[src/rtl/guvm_stub_pkg.sv]
// Shared types and constants for the cache stub: access FSM states, the empty-queue
// NOP word and the parameter defaults used by guvm_cache_stub.
package guvm_stub_pkg;

    typedef enum logic [1:0] {
        ST_IDLE = 2'd0,
        ST_WAIT = 2'd1,
        ST_RESP = 2'd2
    } state_e;

    localparam int DATA_W_DEF    = 32;
    localparam int IQ_DEPTH_DEF  = 16;
    localparam int MEM_WORDS_DEF = 16;

    // Returned on an instruction fetch that finds the queue empty.
    localparam logic [31:0] SPARC_NOP = 32'h0100_0000;

    // Zero wait states skip WAIT and respond on the very next cycle.
    function automatic state_e leave_idle(input logic [3:0] wait_states);
        return (wait_states == 4'd0) ? ST_RESP : ST_WAIT;
    endfunction

endpackage

[src/rtl/guvm_sync_fifo.sv]
// Single-clock FIFO used as the instruction queue. Pushes while full and pops
// while empty are dropped; pointers wrap modulo DEPTH (power of two).
module guvm_sync_fifo #(
    parameter int WIDTH = 32,
    parameter int DEPTH = 16
) (
    input  logic                     clk,
    input  logic                     rst,
    input  logic                     push_i,
    input  logic [WIDTH-1:0]         push_data_i,
    input  logic                     pop_i,
    output logic [WIDTH-1:0]         head_o,
    output logic [$clog2(DEPTH):0]   count_o,
    output logic                     full_o,
    output logic                     empty_o
);

    localparam int AW = $clog2(DEPTH);
    localparam int CW = AW + 1;

    logic [WIDTH-1:0] mem_q [DEPTH];
    logic [AW-1:0]    wr_q;
    logic [AW-1:0]    rd_q;
    logic [CW-1:0]    cnt_q;
    logic             do_push;
    logic             do_pop;

    assign full_o  = (cnt_q == CW'(DEPTH));
    assign empty_o = (cnt_q == '0);
    assign do_push = push_i && !full_o;
    assign do_pop  = pop_i && !empty_o;
    assign head_o  = mem_q[rd_q];
    assign count_o = cnt_q;

    always_ff @(posedge clk) begin
        if (rst) begin
            wr_q  <= '0;
            rd_q  <= '0;
            cnt_q <= '0;
        end else begin
            if (do_push) wr_q <= wr_q + 1'b1;
            if (do_pop)  rd_q <= rd_q + 1'b1;
            unique case ({do_push, do_pop})
                2'b10:   cnt_q <= cnt_q + 1'b1;
                2'b01:   cnt_q <= cnt_q - 1'b1;
                default: cnt_q <= cnt_q;
            endcase
        end
    end

    // Storage needs no reset: the pointers alone define what is valid.
    always_ff @(posedge clk) begin
        if (do_push) mem_q[wr_q] <= push_data_i;
    end

endmodule

[src/rtl/guvm_cache_stub.sv]
// Instruction/data cache stub with programmable wait states, an instruction queue and
// a small data memory. Define GUVM_STUB_ERR_INJ_EN to add the err_inj memory-exception port.
module guvm_cache_stub
    import guvm_stub_pkg::*;
#(
    parameter int DATA_W    = DATA_W_DEF,
    parameter int IQ_DEPTH  = IQ_DEPTH_DEF,
    parameter int MEM_WORDS = MEM_WORDS_DEF
) (
    input  logic                      clk,
    input  logic                      rst,
    input  logic                      push_valid,
    input  logic [DATA_W-1:0]         push_data,
    output logic                      push_ready,
    output logic [$clog2(IQ_DEPTH):0] iq_count,
    input  logic [3:0]                wait_cfg,
    input  logic                      ireq,
    output logic [DATA_W-1:0]         ic_data,
    output logic                      ic_hold,
    output logic                      ic_exc,
`ifdef GUVM_STUB_ERR_INJ_EN
    input  logic                      err_inj,
`endif
    input  logic                      dreq,
    input  logic                      dwrite,
    input  logic [31:0]               daddr,
    input  logic [DATA_W-1:0]         dwdata,
    output logic [DATA_W-1:0]         dc_data,
    output logic                      dc_hold,
    output logic                      dc_mexc
);

    localparam int MIDX = $clog2(MEM_WORDS);

    // ---------------- instruction channel ----------------
    state_e              ist_q, ist_d;
    logic [3:0]          icnt_q, icnt_d;
    logic [DATA_W-1:0]   ic_last_q;
    logic [DATA_W-1:0]   ic_word;
    logic [DATA_W-1:0]   iq_head;
    logic                iq_empty;
    logic                iq_full;
    logic                i_resp;

    guvm_sync_fifo #(
        .WIDTH (DATA_W),
        .DEPTH (IQ_DEPTH)
    ) u_iq (
        .clk         (clk),
        .rst         (rst),
        .push_i      (push_valid),
        .push_data_i (push_data),
        .pop_i       (i_resp && !iq_empty),
        .head_o      (iq_head),
        .count_o     (iq_count),
        .full_o      (iq_full),
        .empty_o     (iq_empty)
    );

    assign push_ready = !iq_full;

    always_comb begin
        ist_d  = ist_q;
        icnt_d = icnt_q;
        unique case (ist_q)
            ST_IDLE: begin
                if (ireq) begin
                    ist_d  = leave_idle(wait_cfg);
                    icnt_d = wait_cfg;
                end
            end
            ST_WAIT: begin
                icnt_d = icnt_q - 4'd1;
                if (icnt_q == 4'd1) ist_d = ST_RESP;
            end
            ST_RESP: ist_d = ST_IDLE;
            default: ist_d = ST_IDLE;
        endcase
    end

    always_ff @(posedge clk) begin
        if (rst) begin
            ist_q     <= ST_IDLE;
            icnt_q    <= '0;
            ic_last_q <= '0;
        end else begin
            ist_q  <= ist_d;
            icnt_q <= icnt_d;
            if (i_resp) ic_last_q <= ic_word;
        end
    end

    // The response is driven combinationally during RESP and latched on exit, so a
    // reset landing in RESP cancels the pop along with the response.
    assign i_resp  = (ist_q == ST_RESP);
    assign ic_word = iq_empty ? DATA_W'(SPARC_NOP) : iq_head;
    assign ic_data = i_resp ? ic_word : ic_last_q;
    assign ic_exc  = i_resp && iq_empty;
    assign ic_hold = (ist_q != ST_WAIT);

    // ---------------- data channel ----------------
    state_e              dst_q, dst_d;
    logic [3:0]          dcnt_q, dcnt_d;
    logic [MIDX-1:0]     d_idx_q;
    logic                d_we_q;
    logic [DATA_W-1:0]   d_wd_q;
    logic [DATA_W-1:0]   dc_last_q;
    logic [DATA_W-1:0]   dc_word;
    logic [DATA_W-1:0]   mem_q [MEM_WORDS];
    logic                d_resp;
    logic                d_capture;
    logic                inj_hit;
    logic                addr_unused;

    assign addr_unused = ^{daddr[31:MIDX+2], daddr[1:0]};

    always_comb begin
        dst_d     = dst_q;
        dcnt_d    = dcnt_q;
        d_capture = 1'b0;
        unique case (dst_q)
            ST_IDLE: begin
                if (dreq) begin
                    dst_d     = leave_idle(wait_cfg);
                    dcnt_d    = wait_cfg;
                    d_capture = 1'b1;
                end
            end
            ST_WAIT: begin
                dcnt_d = dcnt_q - 4'd1;
                if (dcnt_q == 4'd1) dst_d = ST_RESP;
            end
            ST_RESP: dst_d = ST_IDLE;
            default: dst_d = ST_IDLE;
        endcase
    end

    always_ff @(posedge clk) begin
        if (rst) begin
            dst_q     <= ST_IDLE;
            dcnt_q    <= '0;
            dc_last_q <= '0;
        end else begin
            dst_q  <= dst_d;
            dcnt_q <= dcnt_d;
            if (d_resp) dc_last_q <= dc_word;
        end
    end

    always_ff @(posedge clk) begin
        if (d_capture) begin
            d_idx_q <= daddr[MIDX+1:2];
            d_we_q  <= dwrite;
            d_wd_q  <= dwdata;
        end
    end

    // Writes commit on the RESP edge; reset takes priority and clears the array.
    always_ff @(posedge clk) begin
        if (rst) begin
            for (int i = 0; i < MEM_WORDS; i++) mem_q[i] <= '0;
        end else if (d_resp && d_we_q && !inj_hit) begin
            mem_q[d_idx_q] <= d_wd_q;
        end
    end

    assign d_resp  = (dst_q == ST_RESP);
    assign dc_word = d_we_q ? d_wd_q : mem_q[d_idx_q];
    assign dc_data = d_resp ? dc_word : dc_last_q;
    assign dc_hold = (dst_q != ST_WAIT);

`ifdef GUVM_STUB_ERR_INJ_EN
    logic inj_q;

    // An armed flag is consumed by the next data response; a new pulse re-arms it.
    always_ff @(posedge clk) begin
        if (rst) inj_q <= 1'b0;
        else     inj_q <= (inj_q && !d_resp) || err_inj;
    end

    assign inj_hit = d_resp && inj_q;
    assign dc_mexc = inj_hit;
`else
    assign inj_hit = 1'b0;
    assign dc_mexc = 1'b0;
`endif

endmodule

[config.mk]
export PLATFORM = sky130hd
export DESIGN_NAME = guvm_cache_stub
export DESIGN_NICKNAME = d
export VERILOG_FILES = /design/src/rtl/guvm_stub_pkg.sv /design/src/rtl/guvm_sync_fifo.sv /design/src/rtl/guvm_cache_stub.sv
export SDC_FILE = /design/constraint.sdc
export NUM_CORES = 1
export LEC_CHECK = 0
export ABC_AREA = 1
export BUFFER_PORTS_ARGS = -buffer_cell sky130_fd_sc_hd__buf_2
export CORE_ASPECT_RATIO = 1.5
export CORE_MARGIN = 5
export CORE_UTILIZATION = 67
export DETAILED_ROUTE_END_ITERATION = 10
export GPL_ROUTABILITY_DRIVEN = 0
export PLACE_DENSITY_LB_ADDON = 0.25
export SLEW_MARGIN = 20
export SYNTH_ARGS = -nofsm -noshare
export SYNTH_HDL_FRONTEND = slang
export SYNTH_SLANG_ARGS = --single-unit
[constraint.sdc]
create_clock -name clk -period 7.2 [get_ports clk]
set_input_delay 1.08 -clock clk [delete_from_list [all_inputs] [get_ports clk]]
set_output_delay 1.08 -clock clk [all_outputs]
set_load 0.005 [all_outputs]
# Yosys cells after proc, flatten, opt, wreduce, memory -nomap -nowiden
# Memory sizes are Yosys's and may differ from the RTL's. A register that Yosys moved wholly into a read port is not among the register bits.
# Cells that the tools add are included.
[word_totals] register_bits=126 mem_bits_rw=1024 out_inout_bits=74 memories=2
[memory_table] memory="mem_q" depth=16 width=32 rd=1 rd_ports_with_merged_regs=1 write_ports=16 line_no="guvm_cache_stub.sv:109" rtl="logic [DATA_W-1:0] mem_q [MEM_WORDS];"
[memory_table] memory="u_iq.mem_q" depth=16 width=32 rd=1 rd_ports_with_merged_regs=1 write_ports=1 line_no="guvm_sync_fifo.sv:21" rtl="logic [WIDTH-1:0] mem_q [DEPTH];"
[op_classes] addsub=6 eq_ne=15 muxes=31 reduce_logical=19
[ops] op="2-to-1 mux 32 bit" n=5
[ops] op="OR reduction 32 bit" n=1
[ops] op="2-to-1 mux 4 bit" n=6
[ops] op="case mux 4 bit (2 select lines)" n=2
[ops] op="2-to-1 mux 1 bit" n=10
[ops] op="2-to-1 mux 2 bit" n=5
[ops] op="case mux 5 bit (2 select lines)" n=1
[ops] op="adder 4 x 1 -> 4 bit, second input constant" n=2
[ops] op="equality test 4 x 1 -> 1 bit, second input constant" n=2
[ops] op="!= test 2 bit, second input constant" n=4
[ops] op="case mux 2 bit (2 select lines)" n=2
[ops] op="AND reduction 2 bit" n=4
[ops] op="subtractor 4 x 1 -> 4 bit, second input constant" n=2
[ops] op="equality test 2 x 1 -> 1 bit, second input constant" n=3
[ops] op="equality test 2 bit, second input constant" n=3
[ops] op="nonzero test 2 bit" n=3
[ops] op="adder 5 x 1 -> 5 bit, second input constant" n=1
[ops] op="equality test 5 bit, second input constant" n=1
[ops] op="logical AND 1 bit" n=5
[ops] op="zero test 5 bit" n=1
[ops] op="subtractor 5 x 1 -> 5 bit, second input constant" n=1
[ops] op="zero test 2 bit" n=2
[ops] op="zero test 4 bit" n=1
[ops] op="!= test 2 x 1 -> 1 bit, second input constant" n=2
[ops] op="zero test 1 bit" n=2

# Logic depth before layout (Yosys ltp)
[depth] word_depth=7 depth_mapped=17 ltp_nobuf=15

# Hierarchy
# Synthesis repeated with hierarchy kept, for this count alone.
[unflattened] cells_unflattened=4680 area_unflattened_um2=50298.2
[by_module_without_submodules] module="guvm_cache_stub" n_inst=1 cells_per_inst=3199 area_each_um2=28887.7
[by_module_without_submodules] module="guvm_sync_fifo" n_inst=1 cells_per_inst=1481 area_each_um2=21410.5

# Worst setup path after synthesis
# Ideal clock, no wire load.
[synth_path] path_type="input to register" from="input port push_valid" to="memory u_iq.mem_q[11][0] (enable)" setup_ns=0.421 t_arrival_ns=2.856 path_slack_ns=3.923 path_stages=4 n_path_buf=0 path_cell_list="nand2_1 > inv_1 > nand2_1 > nor2_1"
[synth_between] elab_chain_cells=3
[synth_rtl] item="from (decl)" line_no="guvm_cache_stub.sv:12" rtl="input logic push_valid,"
[synth_rtl] item="logical AND 1 bit" line_no="guvm_sync_fifo.sv:30" rtl="assign do_push = push_i && !full_o;"
[synth_rtl] item="2-to-1 mux 1 bit" line_no="guvm_sync_fifo.sv:53" rtl="if (do_push) mem_q[wr_q] <= push_data_i;"
[synth_rtl] item="2-to-1 mux 1 bit (not written as such)" line_no="guvm_sync_fifo.sv:53"
[synth_rtl] item="to (decl)" line_no="guvm_sync_fifo.sv:21"
# Every way passes these cells.

==> qor.log <==
[floorplan] core outline area 0.07237 mm^2
[layout] NumNets Final 4538
[logic_synthesis] Distinct cells, synth 34
[layout] final core occ 73.74%
[layout] ratio of cells with drive above 1 in the final layout 9.627%
[placement] IO buf count 150
[global_routing] total routing usage reported by global routing 31.10%
[global_routing] antenna violations before repair 6
[global_routing] number of global-route vias before repair 32850
[power] static leakage 19.84 nW
[routing] WL final 124100 um
[setup_path] required time reported for the critical path endpoint 6.12 ns
[clocking] TritonCTS buffer count 100
[hold_path] cell depth of the worst hold path 2
[global_routing] largest net degree at the start of global routing 224
[timing] max-slew violation count 0
[timing] final setup vio count 0
[hold_path] Hold Path End dcnt_q[3]
[setup_path] Crit path arrival time 3.62 ns
[logic_synthesis] share of flip-flops with an asynchronous set or reset 0%
[logic_synthesis] sequential fraction of the synthesis area 69.38%
[timing] slew at the pin closest to its max-slew limit 1.155 ns
[setup_path] endpoint of the worst-slack reg-to-reg timing path mem_q[1][14]
[timing] Layout Skew 0.02968 ns
[logic_synthesis] cell area after synthesis 0.04872 mm^2
[global_routing] GR Util met2 54.62%
[power] largest voltage drop on the vdd net 271.0 uV
[logic_synthesis] synthesized instance count 4436
[clocking] clock insertion delay at the later pin of the skew report 0.69 ns
[routing] average wire length per cell after detail routing 22.85 um
[floorplan] starting density of the core 67.33%
[global_routing] met3 Track Usage GR 4.698%
[clocking] setup fix buffers added after clock tree synthesis 0
[setup_path] maximum fanout encountered on the critical timing path 69
[layout] area overhead of the layout relative to synthesis 9.533%
[power] total power per unit cell area 273.6 mW/mm^2
[placement] detailed placement HPWL 64040 um
[routing] via-per-instance ratio 6.236
[logic_synthesis] Mapped Nets 4554
[timing] setup_tns 0 ns
[clocking] Resize count post-CTS 0
[layout] leading cell type in the layout, fill and taps excluded sky130_fd_sc_hd__edfxtp_1
[setup_path] sort of element at the end of the critical path output pin
[floorplan] die height 340.3 um
[floorplan] site row count 121
[logic_synthesis] yosys synthesis warning count 0
[floorplan] Horiz. Die Dim 230.2 um
[clocking] clock net sink count 1158
[setup_path] Reg-to-Reg Start d_we_q
[setup_path] R2R depth 7
[timing] post-route fraction of the period consumed by the critical path 65.29%
[global_routing] Most Crowded Layer GR met2
[setup_path] setup slack, reg-to-reg 3.49 ns
[routing] First-pass DRT Iterations 8
[timing] RSZ-0062 raised after global routing false
[run_status] outcome completed
[timing] worst hold-check slack 0.4668 ns
[hold_path] Min-Delay Path Class flip-flop to flip-flop
[floorplan] Total Die Area 0.07832 mm^2
[logic_synthesis] synthesized area divided by synthesized cell count 10.98 um^2
[logic_synthesis] count of flip-flops with a built-in enable after synthesis 1061
[clocking] post-CTS clock slew at the launch and capture registers of the worst setup and hold paths 0.07 ns
[logic_synthesis] Yosys reg bits 1158
[job] Max-Cap Viols 0
[timing] clock period minus worst slack 4.701 ns
[floorplan] Top Ports 180
[routing] number of routed nets with antenna violations 0
[logic_synthesis] top_reg_cell synth sky130_fd_sc_hd__edfxtp_1
[global_routing] met1 layer usage reported by global route 37.53%
[global_routing] global route total overflow 0
[clocking] root buf cell sky130_fd_sc_hd__clkbuf_16
[timing] worst relative slew slack 22.69%
[routing] number of vias in the routed layout 33870
[clocking] count of hold buffers inserted by post-cts repair 0
[layout] most frequent cells in the layout sky130_fd_sc_hd__edfxtp_1 (1061), sky130_fd_sc_hd__nor2_1 (905), sky130_fd_sc_hd__o21ai_0 (415)
[routing] Iter 0 DRT Violations 3852
[setup_path] Setup CP Type flip-flop to output pin
[layout] fillers 4668
[routing] drc violations 0
[clocking] maximum number of buffers from clock root to sink 3
[timing] Max Freq 0.2127 GHz
[global_routing] global-route wire length before repair 186400 um
[hold_path] hold_sp dcnt_q[3]
[setup_path] critical path startpoint category flip-flop
[timing] hold violation total from the final report 0
[clocking] H-tree Lvls 3
[clocking] CTS tree yes
## how the worst max path moves through the flow
| stage | start | to | slack (ns) |
|---|---|---|---|
| finish | flip-flop | ic_data[29] | 2.50 |
| global route | flip-flop | ic_data[10] | 2.28 |
| CTS | flip-flop | ic_data[6] | 2.41 |
| detailed placement | rst | mem_q[3][15] | 3.11 |
| global placement | rst | mem_q[15][16] | 2.89 |
| floorplan | push_valid | u_iq.mem_q[11][0] | 3.92 |
## metal layers
layer | wire length (um) | vias up
met5 | 7 | -
met4 | 6635 | 2
met3 | 11150 | 401
met2 | 63670 | 1871
met1 | 42650 | 16280
li1 | - | 15320
## flip-flops by register name (all words and copies together), names as in the netlist, named ones only
register and flops:
d_idx_q 4, d_wd_q 32, d_we_q 1, dc_last_q 32, dcnt_q 4, dst_q 2
ic_last_q 32, icnt_q 4, ist_q 2, mem_q 512, u_iq.count_o 5, u_iq.mem_q 512
u_iq.rd_q 4, u_iq.wr_q 4
## worst max-delay path, cell delays in order, from the launching register on
cell,delay [ns]
sky130_fd_sc_hd__dfxtp_2,0.31
sky130_fd_sc_hd__buf_4,0.78
sky130_fd_sc_hd__inv_2,0.53
sky130_fd_sc_hd__buf_4,0.47
sky130_fd_sc_hd__o211ai_1,0.21
sky130_fd_sc_hd__nand3_1,0.14
sky130_fd_sc_hd__nand2_1,0.12
sky130_fd_sc_hd__nand2_1,0.06
sky130_fd_sc_hd__nand2_1,0.16
sky130_fd_sc_hd__buf_2,0.14
## per-stage QoR
step	std cells	area [um^2]	setup slack, ns	total power, W
2_1_floorplan	4436	48720	3.923	0.008656
3_3_place_gp	5240	49850	2.894	0.009053
3_5_place_dp	5240	49860	3.109	0.009103
4_1_cts	5430	53350	2.408	0.01462
5_1_grt	5430	53360	2.283	0.01508
6_report	5432	53370	2.499	0.01460
## cell type report
class	instances	area [um^2]	share of cell area, %
multi-input combinational	2605	12360	23.15
inverter	349	1318	2.469
sequential	1158	33820	63.38
clock inverter	48	560.5	1.050
timing repair buffer	206	1224	2.293
antenna	2	5.005	0.009378
clock buffer	142	2927	5.484
tap	922	1154	2.162
## cells by family (layout without fill, tap and decap cells)
group | Yosys count | after routing | synth area share [%]
AO/OA/AOI/OAI | 913 | 913 | 10.65
XOR/XNOR | 7 | 7 | 0.1258
adder cells (fa/ha/maj) | 12 | 12 | 0.3082
buffers and inverters | 673 | 745 | 5.681
flip-flops | 1158 | 1158 | 69.38
other | 1 | 3 | 0.007697
AND/OR/NAND/NOR | 1672 | 1672 | 13.84
## report_power, final
part / internal (W) / total (W) / switching (W)
clock network: 0.00321 / 0.00562 / 0.00241
registers: 0.00753 / 0.00764 / 0.000109
logic: 0.000374 / 0.00134 / 0.000965
total: 0.0111 / 0.0146 / 0.00348
## Yosys cell counts, types with 34 or more instances
library cell | count | area share (%)
sky130_fd_sc_hd__clkinv_1 | 34 | 0.26
sky130_fd_sc_hd__clkbuf_1 | 172 | 1.3
sky130_fd_sc_hd__nor2_1 | 921 | 7.1
sky130_fd_sc_hd__inv_1 | 311 | 2.4
sky130_fd_sc_hd__dfxtp_1 | 97 | 4.0
sky130_fd_sc_hd__nand3_1 | 309 | 3.2
sky130_fd_sc_hd__buf_2 | 103 | 1.1
sky130_fd_sc_hd__o21ai_0 | 415 | 4.3
sky130_fd_sc_hd__edfxtp_1 | 1061 | 65
sky130_fd_sc_hd__nand2_1 | 428 | 3.3
sky130_fd_sc_hd__o211ai_1 | 224 | 3.5
sky130_fd_sc_hd__a21oi_1 | 239 | 2.5
Note: power is estimated with default switching activity, not from simulation.
